`src/rtl/load_store_unit.sv`:
```
// MEM-stage load/store engine: sizes and aligns accesses onto a ready/valid data bus,
// sign/zero-extends load data and holds the pipeline stalled until the access completes.
module load_store_unit #(
    parameter int ADDR_WIDTH     = 32,
    parameter int TIMEOUT_CYCLES = 256
) (
    input  logic                  clk,
    input  logic                  rst,
    input  logic                  op_valid,
    input  logic                  op_read,
    input  logic                  op_write,
    input  logic [2:0]            op_funct3,
    input  logic [ADDR_WIDTH-1:0] op_addr,
    input  logic [31:0]           op_wdata,
    output logic                  stall,
    output logic [31:0]           load_data,
    output logic                  done,
    output logic                  err,
    output logic [1:0]            err_cause,
    output logic                  bus_req_valid,
    input  logic                  bus_req_ready,
    output logic                  bus_req_we,
    output logic [ADDR_WIDTH-1:0] bus_req_addr,
    output logic [31:0]           bus_req_wdata,
    output logic [3:0]            bus_req_be,
    input  logic                  bus_rsp_valid,
    input  logic [31:0]           bus_rsp_rdata
);
    localparam int CNT_W = (TIMEOUT_CYCLES > 1) ? $clog2(TIMEOUT_CYCLES) : 1;

    typedef enum logic [1:0] {S_IDLE, S_REQ, S_RESP, S_DONE} state_t;

    state_t                  r_state, w_next;
    logic [2:0]              r_f3;
    logic [1:0]              r_a;
    logic [CNT_W-1:0]        r_tmo_cnt;
    logic                    r_req_valid, r_req_we;
    logic [ADDR_WIDTH-1:0]   r_req_addr;
    logic [31:0]             r_req_wdata;
    logic [3:0]              r_req_be;
    logic [31:0]             r_load_data;
    logic                    r_err;
    logic [1:0]              r_cause;

    logic                    w_mem_op, w_illegal, w_misal, w_tmo;
    logic [1:0]              w_a;
    logic [3:0]              w_be;
    logic [31:0]             w_wdata, w_shift, w_ext;

    assign w_a      = op_addr[1:0];
    assign w_mem_op = op_valid & (op_read | op_write);
    assign w_tmo    = (TIMEOUT_CYCLES != 0) && (r_tmo_cnt == CNT_W'(TIMEOUT_CYCLES - 1));

    always_comb begin
        w_illegal = op_read & op_write;
        if (op_write && !(op_funct3 inside {3'b000, 3'b001, 3'b010}))
            w_illegal = 1'b1;
        if (op_read && !(op_funct3 inside {3'b000, 3'b001, 3'b010, 3'b100, 3'b101}))
            w_illegal = 1'b1;
        w_misal = ((op_funct3[1:0] == 2'b01) && w_a[0]) ||
                  ((op_funct3[1:0] == 2'b10) && (w_a != 2'b00));
        case (op_funct3[1:0])
            2'b00:   begin w_be = 4'b0001 << w_a; w_wdata = {4{op_wdata[7:0]}};  end
            2'b01:   begin w_be = 4'b0011 << w_a; w_wdata = {2{op_wdata[15:0]}}; end
            default: begin w_be = 4'b1111;        w_wdata = op_wdata;            end
        endcase
        if (!op_write)
            w_wdata = 32'd0;
    end

    // Load lane extraction uses the funct3/offset latched at issue.
    always_comb begin
        w_shift = bus_rsp_rdata >> {r_a, 3'b000};
        case (r_f3)
            3'b000:  w_ext = {{24{w_shift[7]}}, w_shift[7:0]};
            3'b100:  w_ext = {24'd0, w_shift[7:0]};
            3'b001:  w_ext = {{16{w_shift[15]}}, w_shift[15:0]};
            3'b101:  w_ext = {16'd0, w_shift[15:0]};
            default: w_ext = w_shift;
        endcase
    end

    always_comb begin
        w_next = r_state;
        case (r_state)
            S_IDLE: if (w_mem_op) w_next = (w_illegal || w_misal) ? S_DONE : S_REQ;
            S_REQ:  if (w_tmo) w_next = S_DONE;
                    else if (bus_req_ready) w_next = S_RESP;
            S_RESP: if (bus_rsp_valid || w_tmo) w_next = S_DONE;
            default: w_next = S_IDLE;
        endcase
    end

    always_ff @(posedge clk or negedge rst) begin
        if (!rst) r_state <= S_IDLE;
        else      r_state <= w_next;
    end

    always_ff @(posedge clk or negedge rst) begin
        if (!rst) begin
            r_f3        <= 3'd0;
            r_a         <= 2'd0;
            r_tmo_cnt   <= '0;
            r_req_valid <= 1'b0;
            r_req_we    <= 1'b0;
            r_req_addr  <= '0;
            r_req_wdata <= 32'd0;
            r_req_be    <= 4'd0;
            r_load_data <= 32'd0;
            r_err       <= 1'b0;
            r_cause     <= 2'b00;
        end else begin
            case (r_state)
                S_IDLE: if (w_mem_op) begin
                    r_f3 <= op_funct3;
                    r_a  <= w_a;
                    if (w_illegal || w_misal) begin
                        r_load_data <= 32'd0;
                        r_err       <= 1'b1;
                        r_cause     <= w_illegal ? 2'b10 : 2'b01;
                    end else begin
                        r_req_valid <= 1'b1;
                        r_req_we    <= op_write;
                        r_req_addr  <= {op_addr[ADDR_WIDTH-1:2], 2'b00};
                        r_req_wdata <= w_wdata;
                        r_req_be    <= w_be;
                        r_tmo_cnt   <= '0;
                    end
                end
                S_REQ: begin
                    r_tmo_cnt <= r_tmo_cnt + 1'b1;
                    if (w_tmo) begin
                        r_req_valid <= 1'b0;
                        r_load_data <= 32'd0;
                        r_err       <= 1'b1;
                        r_cause     <= 2'b11;
                    end else if (bus_req_ready) begin
                        r_req_valid <= 1'b0;
                    end
                end
                S_RESP: begin
                    r_tmo_cnt <= r_tmo_cnt + 1'b1;
                    // A response arriving on the last allowed cycle still completes the access.
                    if (bus_rsp_valid) begin
                        r_load_data <= r_req_we ? 32'd0 : w_ext;
                        r_err       <= 1'b0;
                        r_cause     <= 2'b00;
                    end else if (w_tmo) begin
                        r_load_data <= 32'd0;
                        r_err       <= 1'b1;
                        r_cause     <= 2'b11;
                    end
                end
                default: ;
            endcase
        end
    end

    assign stall         = rst & w_mem_op & (r_state != S_DONE);
    assign done          = (r_state == S_DONE);
    assign load_data     = r_load_data;
    assign err           = r_err;
    assign err_cause     = r_cause;
    assign bus_req_valid = r_req_valid;
    assign bus_req_we    = r_req_we;
    assign bus_req_addr  = r_req_addr;
    assign bus_req_wdata = r_req_wdata;
    assign bus_req_be    = r_req_be;
endmodule

```
`config.mk`:
```
export PLATFORM = sky130hd
export DESIGN_NAME = load_store_unit
export DESIGN_NICKNAME = d
export VERILOG_FILES = /design/src/rtl/load_store_unit.sv
export SDC_FILE = /design/constraint.sdc
export NUM_CORES = 1
export LEC_CHECK = 0
export ABC_AREA = 1
export CORE_MARGIN = 2
export CORE_UTILIZATION = 41
export CTS_CLUSTER_SIZE = 28
export DETAILED_ROUTE_END_ITERATION = 7
export GPL_ROUTABILITY_DRIVEN = 0
export GPL_TIMING_DRIVEN = 0
export PLACE_DENSITY_LB_ADDON = 0.15
export SYNTH_ARGS = -nofsm -noshare
export SYNTH_HDL_FRONTEND = slang
export SYNTH_SLANG_ARGS = --single-unit
```
`constraint.sdc`:
```
create_clock -name clk -period 1.8 [get_ports clk]
set_input_delay 0.27 -clock clk [delete_from_list [all_inputs] [get_ports clk]]
set_output_delay 0.27 -clock clk [all_outputs]
set_load 0.005 [all_outputs]
```
## Word level (Yosys, flattened, before mapping)

Index checks and enable logic that the tools add are counted.

| word-level totals | value |
|---|---|
| output and inout bits | 107 |
| flip-flop bits (word level) | 118 |
| input port bits | 106 |

| cells by class | value |
|---|---|
| shift operators | 3 |
| reductions and logical operators | 26 |
| multiplexer cells | 37 |
| bitwise logic cells | 6 |
| eq/ne operators | 19 |
| $add $sub $neg | 1 |

Operators by type and width:

| operator | number |
|---|---|
| $mux 32 | 6 |
| $pmux 32 s4 | 1 |
| $pmux 32 s3 | 1 |
| $pmux 32 s2 | 1 |
| $shr 32x5->32 | 1 |
| $mux 2 | 10 |
| $mux 8 | 2 |
| $pmux 8 s2 | 1 |
| $eq 3x3->1 const B | 4 |
| $pmux 2 s3 | 2 |
| $reduce_and 3->1 | 4 |
| $mux 1 | 10 |
| $ne 2x2->1 const B | 5 |
| $add 8x1->8 const B | 1 |
| $eq 8x8->1 const B | 1 |
| $pmux 4 s2 | 1 |
| $eq 2x2->1 const B | 3 |
| $eq 3x1->1 const B | 2 |
| $logic_not 3->1 | 2 |
| $reduce_bool 2->1 | 3 |
| $reduce_bool 3->1 | 2 |
| $reduce_bool 5->1 | 1 |
| $and 1x1->1 | 4 |
| $eq 2x1->1 const B | 2 |
| 15 further kinds | 22 |

## Logic depth before layout (Yosys ltp)

| logic depth | value |
|---|---|
| depth in word-level cells | 10 |
| mapped depth | 12 |
| gate-level depth less buffers | 11 |

## Worst setup path after synthesis

No wires, ideal clock.

| timing | value |
|---|---|
| kind | reg-to-reg |
| start point | register r_state[0] |
| end point | register r_req_wdata[31], in the netlist bus_req_wdata[31] |
| stages on the path, launching flop included | 11 |
| period minus slack after synthesis | 1.704 ns |
| setup slack | 0.096 ns |
| data required time | 1.676 ns |
| data arrival time | 1.580 ns |
| buffers on the path | 3 |
| cell sequence | dfrtp_1 > inv_1 > ha_1 > inv_1 > nor2_1 > buf_4 > nand3_4 > buf_6 > buf_2 > nand2_1 > o21ai_2 |

| on the way | value |
|---|---|
| longest elaborated chain between the ends | 2 |

RTL lines:

| element | RTL line | source |
|---|---|---|
| start: declaration | 33 | `state_t r_state, w_next;` |
| start signal: assignment | 96 | `else r_state <= w_next;` |
| $logic_not 2->1 | 113 | `case (r_state)` |
| $reduce_and 3->1 (no source line) | -- |  |
| end signal: assignment | 125 | `r_req_wdata <= w_wdata;` |
| end: declaration | 39 | `logic [31:0] r_req_wdata;` |

Every way passes these cells.
A chain may end at the register's enable or synchronous reset.

## Worst setup path in the final report

| timing | value |
|---|---|
| start point | register r_state[0] |
| end point | register r_req_wdata[18], in the netlist bus_req_wdata[18] |

Same word-level chain as after synthesis.

==> results.cfg <==
[run_status]
status = finished, violations left
failed_checks = negative hold slack

[grt]
grt_use_total_pct = 22.9
grt_pass1_wl_mm = 28.9
grt_pass1_vias = 5628
grt_max_degree = 72
gr-total-overflow = 0
antenna_found_initial = 0

[synthesis]
yosys.area.top_type = dfrtp_1
ys_types = 33
synth-seq-cells = 118
ys_top_cells_by_area = dfrtp_1 49%, nand2_1 21%, o21ai_0 4.3%
yosys_warnings = 0
syn_inst = 773
syn_area_per_cell_sq_um = 7.87
synth_top_area_share_pct = 48.6
seq_area_frac_synth_pct = 48.6
synth.cell_area_sq_um = 6080

[clocking]
cts.sinks = 118
clk_path_buf_depth = 2
cts_tree = done
h-tree-depth = 4
clock-root-buffer = clkbuf_16
clk_latency_ns = 0.41
clk_pin_slew_ns = 0.06
cts_made_buffers = 17

[sta]
worst_slew_pin_slew_ns = 0.565
max-slew-margin-rel_pct = 62.3
setup_viol = 0
finalCritPeriodShare_pct = 94.5
fmaxAchievable_mhz = 588
period_needed_ns = 1.70
hold_viol_final = 47
clock_skew_ns = 0.00510
holdWs_ns = -0.208
maxSlewViolCount = 0

[pwr]
ir_worst_vdd_mv = 1.13
cellPowerDensity_nw_per_um2 = 1560
p_leak_nw = 4.48

[setup_path]
r2r_slack_ns = 0.1
crit_type = register to register
arrival_ns = 2.00
end_kind = register
r2r-start = r_state[0]
cpMaxStageDelayCell = dfrtp_1
cpPeakStageDelay_ns = 0.41
reg2reg_depth = 10
cp_max_fo = 10
worstPathCellList = inv_2 > ha_4 > inv_1 > nor2_4 > buf_6 > nand3_4 > buf_8 > buf_4 > nand2_1 > o21ai_2
r2r-end = bus_req_wdata[18]
start_kind = register
required_ns = 2.10

[layout]
diodes = 0
fin_util_pct = 63.7
final_cells = 1209
layout_commonest_cell = nand2_1
mostFrequentLayoutCells = 336 x nand2_1, 206 x clkdlybuf4s50_1, 117 x dfrtp_1, 52 x o21ai_0, 40 x inv_1
drive_gt1_share_pct = 14.0
syn2layout_area_growth_pct = 52.3
layout.nets = 1123

[route]
drc = 0
first_pass_iters = 6
wl_mm = 18.4
postRouteAntennaNets = 0
wire_per_inst_um = 15.2
num_vias = 5987
vias_per_cell = 4.95
initialDrtViolationCount = 371

[die]
core_area_sq_um = 14500
initial_core_util_pct = 41.8
fp.dieH_um = 126
die-area_sq_um = 15800
io_pins = 213
rows = 44
fp.dieW_um = 126

[place]
port_buffers = 209
dp.cells = 1168
hpwl_mm = 13.1

[run]
drv_cap = 0

[min_path]
hp-class = primary input to asynchronous set/reset pin
[state kept, by name, indices dropped and copies added, names as in the netlist]
name and flops:
bus_req_wdata 32, load_data 32, bus_req_addr 30, r_tmo_cnt 8
bus_req_be 4, r_f3 3, err_cause 2, r_a 2
r_state 2, bus_req_valid 1, bus_req_we 1, err 1
[worst max-delay path by stage]
stage                            start                 to  cells past startpoint
after floorplan             r_state[0]  bus_req_wdata[31]                     10
after global placement             rst  bus_req_wdata[11]                      1
after detailed placement  op_funct3[1]  bus_req_wdata[12]                      7
after CTS                   r_state[0]               done                      2
after global routing      r_tmo_cnt[0]         r_state[1]                      9
final                       r_state[0]  bus_req_wdata[18]                     10
[cell type report]
cell class | count | area [sq um]
flip-flops and latches | 118 | 2950
clock inverters | 11 | 174
multi-input cells | 565 | 2740
well taps | 184 | 230
repair buffers | 220 | 2210
plain buffers | 38 | 285
fillers | 1286 | 5270
inverters | 52 | 205
clock buffers | 21 | 460
[power by group]
part	leakage (nW)	switching (mW)	internal [mW]
registers	1.54	0.594	3.65
logic	2.64	3.36	3.25
clock network	0.299	1.23	2.39
total	4.48	5.19	9.29
[metrics by stage]
stage | power [mW] | area [sq um] | hold WS, ns | setup slack, ns | setup TNS [ns]
final | 14.5 | 9260 | -0.208 | 0.0995 | 0
after global routing | 15.4 | 9260 | -0.180 | -0.0678 | -0.104
after CTS | 14.2 | 9110 | -0.194 | -0.0182 | -0.0182
after detailed placement | 10.4 | 8440 | 0.246 | -0.468 | -35.23
after global placement | 10.4 | 8410 | 0.457 | -4.42 | -559.20
after floorplan | 7.37 | 6080 | -0.0256 | 0.0962 | 0
[logic make-up after synthesis]
family	after synthesis	share of synthesized area [%]
flip-flops	118	48.6
buffers and inverters	91	7.57
AND/OR/NAND/NOR	427	28.8
adder cells (fa/ha/maj)	5	1.03
AO/OA/AOI/OAI	124	12.9
XOR/XNOR	4	0.576
multiplexers	3	0.494
other	1	0.0617
[worst max-delay path: cells and delay by family (launching register included)]
| family | cells | cell delay, ns |
|---|---|---|
| buffers and inverters | 5 | 0.63 |
| flip-flops | 1 | 0.41 |
| AND/OR/NAND/NOR | 3 | 0.35 |
| adder cells (fa/ha/maj) | 1 | 0.13 |
| AO/OA/AOI/OAI | 1 | 0.06 |
[cell usage after synthesis]
cell,number
o21ai_0,52
o22ai_1,1
nand2_1,338
o21ai_2,29
o211ai_1,3
xor2_1,3
o21a_1,1
o21ai_1,2
and2_1,1
a21oi_1,23
ha_1,5
inv_1,45
a21oi_4,1
nor2_1,36
buf_2,8
buf_4,9
mux2i_1,3
nand3_4,2
a31oi_1,4
nand3_2,3
inv_2,7
o221ai_1,8
nor2_4,3
xnor2_1,1
nand3_1,32
buf_6,10
nand2_4,1
dfrtp_1,118
nor2_2,4
nand2_2,4
conb_1,1
nand4_1,3
clkbuf_1,12
[per-layer routing]
| metal | vias to the layer above | global-route usage (%) | share of wire, % |
|---|---|---|---|
| li1 | 2941 | - | - |
| met1 | 2812 | 29.3 | 43 |
| met2 | 211 | 37.9 | 48 |
| met3 | 23 | 6.37 | 6.9 |
| met4 | 0 | 7.05 | 1.8 |
| met5 | - | 0 | 0 |
[timing repair]
item                                    CTS  global route
resized for setup                        13            33
setup buffers                             1             7
gates cloned                              0             2
hold endpoints to repair                 47            47
endpoints found under the setup margin  103           105
pin swaps                                 0             5
Power figures use the tool's default switching activity.
